## config.mk

```make
export PLATFORM = sky130hd
export DESIGN_NAME = case_stream_mux
export DESIGN_NICKNAME = d
export VERILOG_FILES = /design/src/rtl/case_stream_pkg.sv /design/src/rtl/stream_skid_buf.sv /design/src/rtl/case_stream_mux.sv
export SDC_FILE = /design/constraint.sdc
export NUM_CORES = 1
export LEC_CHECK = 0
export BUFFER_PORTS_ARGS = -buffer_cell sky130_fd_sc_hd__buf_2
export CAP_MARGIN = 20
export CORE_MARGIN = 5
export CORE_UTILIZATION = 31
export DETAILED_ROUTE_END_ITERATION = 6
export PLACE_DENSITY = 0.49
export SLEW_MARGIN = 15
export SYNTH_ARGS = -nofsm -noshare
export SYNTH_HDL_FRONTEND = slang
export SYNTH_HIERARCHICAL = 1
export SYNTH_SLANG_ARGS = --single-unit
```

## constraint.sdc

```tcl
create_clock -name clk -period 3.3 [get_ports clk]
set_clock_uncertainty 0.1 [all_clocks]
set_input_delay 0.33 -clock clk [delete_from_list [all_inputs] [get_ports clk]]
set_output_delay 0.33 -clock clk [all_outputs]
set_load 0.02 [all_outputs]
```

## src/rtl/case_stream_pkg.sv

```systemverilog
// Shared types and constants for the case_stream_mux stream selector.
package case_stream_pkg;

  typedef enum logic [1:0] {
    IDLE,
    LOCK_CH,
    LOCK_FILL
  } state_e;

  localparam int unsigned STAT_W = 16;

endpackage

```

## src/rtl/stream_skid_buf.sv

```systemverilog
// Two-entry valid/ready buffer; registered output, accepts a push on a full
// buffer when the head is popped in the same cycle.
module stream_skid_buf
  import case_stream_pkg::*;
#(
  parameter int unsigned WIDTH = 9
) (
  input  logic             clk,
  input  logic             rst_n,
  input  logic [WIDTH-1:0] s_data_i,
  input  logic             s_valid_i,
  output logic             s_ready_o,
  output logic [WIDTH-1:0] m_data_o,
  output logic             m_valid_o,
  input  logic             m_ready_i
);

  logic [WIDTH-1:0] mem_q [2];
  logic             wr_ptr_q, wr_ptr_d;
  logic             rd_ptr_q, rd_ptr_d;
  logic [1:0]       cnt_q, cnt_d;
  logic             push, pop;

  assign pop  = (cnt_q != 2'd0) && m_ready_i;
  assign push = s_valid_i && ((cnt_q != 2'd2) || pop);

  always_comb begin
    wr_ptr_d = wr_ptr_q;
    rd_ptr_d = rd_ptr_q;
    cnt_d    = cnt_q;
    if (push) wr_ptr_d = ~wr_ptr_q;
    if (pop)  rd_ptr_d = ~rd_ptr_q;
    case ({push, pop})
      2'b10:   cnt_d = cnt_q + 2'd1;
      2'b01:   cnt_d = cnt_q - 2'd1;
      default: cnt_d = cnt_q;
    endcase
  end

  // On full push+pop the write slot equals the head being popped, so the
  // overwrite is safe and nothing is lost or duplicated.
  always_ff @(posedge clk or negedge rst_n) begin
    if (!rst_n) begin
      for (int unsigned i = 0; i < 2; i++) mem_q[i] <= '0;
      wr_ptr_q <= 1'b0;
      rd_ptr_q <= 1'b0;
      cnt_q    <= 2'd0;
    end else begin
      if (push) mem_q[wr_ptr_q] <= s_data_i;
      wr_ptr_q <= wr_ptr_d;
      rd_ptr_q <= rd_ptr_d;
      cnt_q    <= cnt_d;
    end
  end

  assign m_data_o  = mem_q[rd_ptr_q];
  assign m_valid_o = (cnt_q != 2'd0);
  assign s_ready_o = (cnt_q != 2'd2);

endmodule

```

## src/rtl/case_stream_mux.sv

```systemverilog
// Packet-locked stream selector: routes one input channel or a fill packet
// through a skid buffer. CASE_STREAM_MUX_STATS_EN adds the beat_count output.
module case_stream_mux
  import case_stream_pkg::*;
#(
  parameter int unsigned          DATA_W       = 8,
  parameter int unsigned          NUM_CH       = 4,
  parameter logic [DATA_W-1:0]    FILL_PATTERN = DATA_W'(8'hAA),
  parameter int unsigned          FILL_LEN     = 4,
  localparam int unsigned         SEL_W        = $clog2(NUM_CH+1)
) (
  input  logic                     clk,
  input  logic                     rst_n,
  input  logic [SEL_W-1:0]         sel,
  input  logic [NUM_CH*DATA_W-1:0] in_data,
  input  logic [NUM_CH-1:0]        in_valid,
  input  logic [NUM_CH-1:0]        in_last,
  output logic [NUM_CH-1:0]        in_ready,
  output logic [DATA_W-1:0]        out_data,
  output logic                     out_valid,
  output logic                     out_last,
  input  logic                     out_ready,
  output logic                     locked,
  output logic [SEL_W-1:0]         cur_src
`ifdef CASE_STREAM_MUX_STATS_EN
  ,
  output logic [STAT_W-1:0]        beat_count
`endif
);

  localparam logic [7:0]       FILL_LAST = 8'(FILL_LEN - 1);
  localparam logic [SEL_W-1:0] SEL_FILL  = SEL_W'(NUM_CH);

  state_e           state_q;
  logic [SEL_W-1:0] cur_src_q;
  logic             locked_q;
  logic [7:0]       fill_cnt_q;

  logic [DATA_W-1:0] ch_data;
  logic              ch_valid, ch_last;
  logic              buf_ready, ch_acc, fill_push, fill_end;
  logic              push_valid;
  logic [DATA_W:0]   push_data, buf_out;

  always_comb begin
    ch_data  = '0;
    ch_valid = 1'b0;
    ch_last  = 1'b0;
    in_ready = '0;
    for (int unsigned k = 0; k < NUM_CH; k++) begin
      if (cur_src_q == SEL_W'(k)) begin
        ch_data     = in_data[k*DATA_W +: DATA_W];
        ch_valid    = in_valid[k];
        ch_last     = in_last[k];
        in_ready[k] = (state_q == LOCK_CH) && buf_ready;
      end
    end
  end

  assign ch_acc     = (state_q == LOCK_CH) && ch_valid && buf_ready;
  assign fill_push  = (state_q == LOCK_FILL) && buf_ready;
  assign fill_end   = (fill_cnt_q == FILL_LAST);
  assign push_valid = ch_acc || fill_push;
  assign push_data  = fill_push ? {FILL_PATTERN, fill_end} : {ch_data, ch_last};

  // Lock decisions are made only in IDLE, so sel is ignored for the whole
  // packet and a new lock always costs one IDLE cycle after packet end.
  always_ff @(posedge clk or negedge rst_n) begin
    if (!rst_n) begin
      state_q    <= IDLE;
      cur_src_q  <= '0;
      locked_q   <= 1'b0;
      fill_cnt_q <= 8'd0;
    end else begin
      case (state_q)
        IDLE: begin
          if (sel < SEL_FILL) begin
            cur_src_q <= sel;
            locked_q  <= 1'b1;
            state_q   <= LOCK_CH;
          end else if (sel == SEL_FILL) begin
            locked_q  <= 1'b1;
            state_q   <= LOCK_FILL;
          end
        end
        LOCK_CH: begin
          if (ch_acc && ch_last) begin
            locked_q <= 1'b0;
            state_q  <= IDLE;
          end
        end
        LOCK_FILL: begin
          if (fill_push) begin
            if (fill_end) begin
              fill_cnt_q <= 8'd0;
              locked_q   <= 1'b0;
              state_q    <= IDLE;
            end else begin
              fill_cnt_q <= fill_cnt_q + 8'd1;
            end
          end
        end
        default: begin
          locked_q <= 1'b0;
          state_q  <= IDLE;
        end
      endcase
    end
  end

  stream_skid_buf #(
    .WIDTH(DATA_W + 1)
  ) u_skid (
    .clk       (clk),
    .rst_n     (rst_n),
    .s_data_i  (push_data),
    .s_valid_i (push_valid),
    .s_ready_o (buf_ready),
    .m_data_o  (buf_out),
    .m_valid_o (out_valid),
    .m_ready_i (out_ready)
  );

  assign out_data = buf_out[DATA_W:1];
  assign out_last = buf_out[0];
  assign locked   = locked_q;
  assign cur_src  = cur_src_q;

`ifdef CASE_STREAM_MUX_STATS_EN
  logic [STAT_W-1:0] beat_cnt_q;

  always_ff @(posedge clk or negedge rst_n) begin
    if (!rst_n) begin
      beat_cnt_q <= '0;
    end else if (out_valid && out_ready && (beat_cnt_q != '1)) begin
      beat_cnt_q <= beat_cnt_q + 1'b1;
    end
  end

  assign beat_count = beat_cnt_q;
`endif

endmodule

```

Word level (Yosys, flattened, before mapping)
Cells that the tools add are included.
{"block": "word_totals", "ff_bits": 36, "latch_bits": 0, "ramBits": 0, "rom_bits": 0, "in_bits": 46, "output_inout_bits": 18, "word_cells": 88, "mem_count": 0}
{"block": "op_classes", "add_sub_neg": 3, "n_mul": 0, "div": 0, "magnitude_cmp": 4, "n_eq_ne": 14, "shift": 0, "mux": 37, "bitwise": 4, "reduce_logical": 17}
{"cell": "$mux 9", "count": 5}
{"cell": "$mux 8", "count": 5}
{"cell": "$bwmux 18", "count": 1}
{"cell": "$mux 1", "count": 17}
{"cell": "$mux 2", "count": 5}
{"cell": "$demux 9 s1", "count": 1}
{"cell": "$add 8x1->8 const B", "count": 1}
{"cell": "$eq 8x2->1 const B", "count": 1}
{"cell": "$logic_and 1x1->1", "count": 8}
{"cell": "$eq 3x2->1 const B", "count": 2}
{"cell": "$ne 2x2->1 const B", "count": 3}
{"cell": "$pmux 2 s3", "count": 1}
{"cell": "$eq 2x1->1 const B", "count": 2}
{"cell": "$eq 2x2->1 const B", "count": 2}
{"cell": "$ge 2x2->1 const B", "count": 2}
{"cell": "$not 1->2", "count": 2}
{"cell": "$pmux 2 s2", "count": 1}
{"cell": "$reduce_and 2->1", "count": 2}
{"cell": "$reduce_and 4->1", "count": 1}
{"cell": "$reduce_bool 2->1", "count": 2}
{"cell": "$eq 3x1->1 const B", "count": 1}
{"cell": "$eq 3x3->1 const B", "count": 1}
{"cell": "$logic_not 3->1", "count": 1}
{"cell": "$lt 3x3->1 const B", "count": 1}
{"cell": "other kinds (9)", "count": 11}

Depth between registers and ports, before layout
{"block": "depth", "word_depth": 11, "ltp_mapped": 10, "ltp_nobuf": 9}

Modules after synthesis
Netlist, hierarchy kept.
{"mod": "case_stream_mux", "instances": 1, "cells_per_inst": 111, "area_each_um2": 1052.3, "seq_area_each_um2": 350.3}
{"mod": "stream_skid_buf", "instances": 1, "cells_per_inst": 66, "area_each_um2": 980.9, "seq_area_each_um2": 550.5}

Worst setup path before layout
No wires, ideal clock.
{"block": "synth_timing", "path_kind": "reg-to-reg", "start": "reg cur_src_q[0] (netlist: cur_src[0])", "end": "reg u_skid.cnt_q[1]", "setup_ns": 0.079, "arrival_ns": 1.933, "required_time_ns": 3.121, "setup_slack_ns": 1.188, "path_stages_with_launch": 8, "n_path_buf": 1, "period_less_slack_ns": 2.112, "path_cell_list": "dfrtp_1 -> buf_6 -> mux4_2 -> a21o_1 -> o21ai_1 -> ha_1 -> nor2_1 -> xor2_1"}
{"block": "synth_between", "elab_chain_len": 11, "word_cells_on_any_way": 16, "cone_classes": "eq/ne (5); mux (5); reduce/logical (6)"}
{"item": "start: declaration", "line": "case_stream_mux.sv:35", "source": "logic [SEL_W-1:0] cur_src_q;"}
{"item": "start signal: assignment", "line": "case_stream_mux.sv:78", "source": "cur_src_q <= sel;"}
{"item": "$logic_not 3->1", "line": "case_stream_mux.sv:51", "source": "if (cur_src_q == SEL_W'(k)) begin"}
{"item": "$mux 1 (3 in series)", "line": "case_stream_mux.sv:51"}
{"item": "$mux 1 (*)", "line": "case_stream_mux.sv:51"}
{"item": "$logic_and 1x1->1 (*) (2 in series)", "line": "case_stream_mux.sv:60", "source": "assign ch_acc = (state_q == LOCK_CH) && ch_valid && buf_ready;"}
{"item": "$logic_or 1x1->1 (*)", "line": "case_stream_mux.sv:63", "source": "assign push_valid = ch_acc || fill_push;"}
{"item": "named net push_valid", "line": "case_stream_mux.sv:42", "source": "logic push_valid;"}
{"item": "$logic_and 1x1->1 (*)", "line": "stream_skid_buf.sv:25", "source": "assign push = s_valid_i && ((cnt_q != 2'd2) || pop);"}
{"item": "$eq 2x1->1 or $eq 2x2->1 (tied branches)", "line": "stream_skid_buf.sv:33", "source": "case ({push, pop})"}
{"item": "$pmux 2 s2 or $reduce_bool 2->1 (tied branches)"}
{"item": "end signal: assignment", "line": "stream_skid_buf.sv:52", "source": "cnt_q <= cnt_d;"}
{"item": "end: declaration", "line": "stream_skid_buf.sv:21", "source": "logic [1:0] cnt_q, cnt_d;"}
Mark *: on every way through the listed nets, which the timed path passes. The rest lies on a longest branch.
A chain may end at the register's enable or synchronous reset.

Worst setup path after layout
{"block": "layout_timing", "start": "reg u_skid.cnt_q[0]", "end": "reg u_skid/mem_q[6] in the netlist's numbering"}
{"block": "layout_between", "elab_chain_len": 4, "word_cells_on_any_way": 10, "cone_classes": "eq/ne (1); mux (2); reduce/logical (7)"}
{"item": "$ne 2x2->1 (*)", "line": "stream_skid_buf.sv:58", "source": "assign s_ready_o = (cnt_q != 2'd2);"}
{"item": "named net buf_ready", "line": "case_stream_mux.sv:41", "source": "logic buf_ready, ch_acc, fill_push, fill_end;"}
{"item": "$logic_and 1x1->1, on equally long branches", "line": "case_stream_mux.sv:60, case_stream_mux.sv:61"}
{"item": "$logic_or 1x1->1 (*)", "line": "case_stream_mux.sv:63"}
{"item": "named net push_valid", "line": "case_stream_mux.sv:42"}
{"item": "$logic_and 1x1->1 (*)", "line": "stream_skid_buf.sv:25"}
{"item": "end signal: indexed assignment", "line": "stream_skid_buf.sv:49", "source": "if (push) mem_q[wr_ptr_q] <= s_data_i;"}
{"item": "end: declaration", "line": "stream_skid_buf.sv:18", "source": "logic [WIDTH-1:0] mem_q [2];"}
Marked as above.

==> results.md <==
- Outcome: completed
- Pre-CTS setup slack: 0.855 ns
- CTS Buf Count: 5
- Internal: 1.48 mW
- PortBufs: 63
- Final core utilization: 0.396
- Syn_nets: 225
- DIE HEIGHT: 91.0 µm
- Worst path buffer plus inverter count: 0
- PwrDens: 998 nW/µm²
- P&R area growth vs syn: 23.8%
- Cell count of the worst reg-to-reg path: 6
- Clk_lat worst skew: 0.28 ns
- Dpl hpwl: 3.85 mm
- Tmin final: 2.43 ns
- Yosys reg bits: 36
- Core area: 6350 µm²
- Setup TNS: 0 ns
- Critical Path Fanout Max: 16
- Most area-consuming cells after synthesis: dfrtp_1, mux2_2, xnor2_1
- Register area share after synthesis: 0.443
- H-tree Lvls: 2
- Largest net degree at the start of global routing: 37
- Sw frac: 0.411
- Slowest CP cell: and3b_1
- Slew Limit Fails: 0
- Routed length per instance: 15.8 µm
- Final worst-path cycle share: 0.737
- Clock network fraction of design power: 0.130
- Clock sink total: 36
- Worst-path clk slew: 0.07 ns
- Tightest Pin Transition: 0.815 ns
- Most common cell in the synthesized netlist: dfrtp_1
- Nets: 290
- Critical path class: reg -> reg
- Final setup margin: 0.869 ns
- Class of the worst hold path: in -> async
- GRT Resource Usage Total: 0.124
- Critical Path Sink Type: flip-flop
- DRC Markers: 0
- CTS tree: yes
- IO Pins: 64
- CP cell instances: nand2b_1 -> and3b_1 -> a21o_1 -> nand2_1 -> nor2_2 -> mux2_2
- F_max: 411 MHz
- Yosys cell types: 43
- Clock root cell: clkbuf_8
- Reg2reg end: u_skid/mem_q[6]
- Highest cell delay on the worst timing path: 0.56 ns
- Largest delay share family, worst path: simple AND/OR/NAND/NOR gates
- # diodes: 0
- Async set-reset flop share out of synthesis: 1.00
- Cells resized by post-CTS repair: 0
- Finish-stage setup viols: 0
- Max Buffers Root-to-Sink: 2
- Rows: 29
- Setup crit start kind: flip-flop
- WP data arrival: 2.50 ns
- Max-cap violations: 0
- Initial antenna violation count: 0
- Routed wire length: 5.05 mm
- Reg2Reg Setup Slack: 0.87 ns
- First-pass GRT wire length: 8.39 mm
- Register share of total power: 0.322
- Max IR drop VDD: 0.415 mV
- Drt first-iter violations: 69
- Multi-input logic area: 1070 µm²
- Avg Cell Area, Syn: 11.5 µm²
- Register area: 901 µm²
- Most used DFF post-synth: dfrtp_1
- Vias per inst: 5.07
- Layout cells sized above 1: 0.486
- Non-Filler Instances: 320
- Inst Count DP: 312
- Leakage: 1.16 nW
- Number of synthesized flops with an enable pin: 0
- CP required: 3.37 ns
- Top post-synthesis cells by count: dfrtp_1, mux2_2, nor2_1, xnor2_1
- Congestion Overflow GR: 0
- Yosys Warn Count: 6
- Biggest area consumer among synthesized cells: dfrtp_1
- Mapped cell area: 2030 µm²
- Slew HR: 0.457
- Vias in the first global route: 1667
- RSZ-0062 raised after global routing: false
- Final GP Congestion: 0.754
- Initial Util: 0.320
- Switching pwr: 1.03 mW
- Die W: 91.0 µm
- Final Hold Violating Endpoints: 0
- Mapped Cells: 177
- Layout filler cell count: 651
- Synth top area share: 0.443
- Reg2reg start: u_skid/cnt_q[0]
- Combinational share of power: 0.548
- Post-cts hold buffer count: 0
- Antenna-violating nets left: 0
- Via count: 1622
- Drt pass-1 iters: 4
- Setup bufs post-CTS: 0
- Die area: 8280 µm²
[layout make-up]
type / count / share of cell area
timing repair buffer: 67 / 0.137
tap: 77 / 0.0383
inverter: 3 / 0.00448
sequential: 36 / 0.358
clock buffer: 6 / 0.0328
multi-input combinational: 129 / 0.425
clock inverter: 2 / 0.00398
[how the worst max path moves through the flow]
stage,from,endpoint,slack (ns),cells after the start
floorplan,cur_src[0],u_skid/cnt_q[1],1.19,7
global placement,u_skid/cnt_q[0],u_skid/mem_q[3],0.91,6
detailed placement,u_skid/cnt_q[0],u_skid/mem_q[6],0.86,6
CTS,u_skid/cnt_q[0],u_skid/mem_q[6],0.84,6
global route,u_skid/cnt_q[0],u_skid/mem_q[6],0.69,6
finish,u_skid/cnt_q[0],u_skid/mem_q[6],0.87,6
[worst reg2reg max path, cell delays in order, from the launching register on]
cell,delay (ns)
dfrtp_1,0.43
nand2b_1,0.21
and3b_1,0.56
a21o_1,0.18
nand2_1,0.07
nor2_2,0.37
mux2_2,0.39
[metal layers]
layer	GRT usage	share of wire	wire [µm]	vias up
li1	-	-	-	787
met1	0.166	0.47	2390	798
met2	0.200	0.47	2380	32
met3	0.0306	0.045	226	5
met4	0.0330	0.0093	47	0
met5	0	0	0	-
[placed cells by master, fill, tap and decap left out, drive strengths merged, types with 6 or more instances in the layout]
| cell | n |
|---|---|
| dfrtp | 36 |
| nor2 | 9 |
| o21ai | 10 |
| a21oi | 7 |
| xnor2 | 8 |
| mux2 | 33 |
| clkbuf | 6 |
| buf | 67 |
[registers in the layout, indices dropped and copies added, names as in the netlist]
name             count
locked               1
u_skid/wr_ptr_q      1
u_skid/mem_q        18
fill_cnt_q           8
state_q              2
u_skid/rd_ptr_q      1
cur_src              3
u_skid/cnt_q         2
[cells by family (layout without fill, tap and decap cells)]
group,after synthesis,in the layout,synth area share
compound gates,32,32,0.102
xor+xnor,10,10,0.0431
fa+ha+maj,2,2,0.0123
buf+inv,12,78,0.0308
flops,36,36,0.443
mux,39,39,0.225
simple gates,46,46,0.144
[metrics by stage]
stage | instance area, µm² | hold slack (ns) | power [mW]
finish | 2520 | 0.0316 | 2.51
global route | 2520 | 0.105 | 2.71
CTS | 2520 | 0.0747 | 2.56
detailed placement | 2420 | 0.376 | 2.22
global placement | 2420 | 0.373 | 2.21
floorplan | 2030 | -0.0656 | 1.85
[power by group through the flow]
| stage | registers [mW] | logic, mW | clock network (mW) |
|---|---|---|---|
| floorplan | 0.777 | 1.07 | 0 |
| global placement | 0.815 | 1.39 | 0 |
| detailed placement | 0.818 | 1.40 | 0 |
| CTS | 0.810 | 1.40 | 0.341 |
| global route | 0.836 | 1.52 | 0.356 |
| finish | 0.809 | 1.38 | 0.327 |
(Power assumes the default switching activity.)
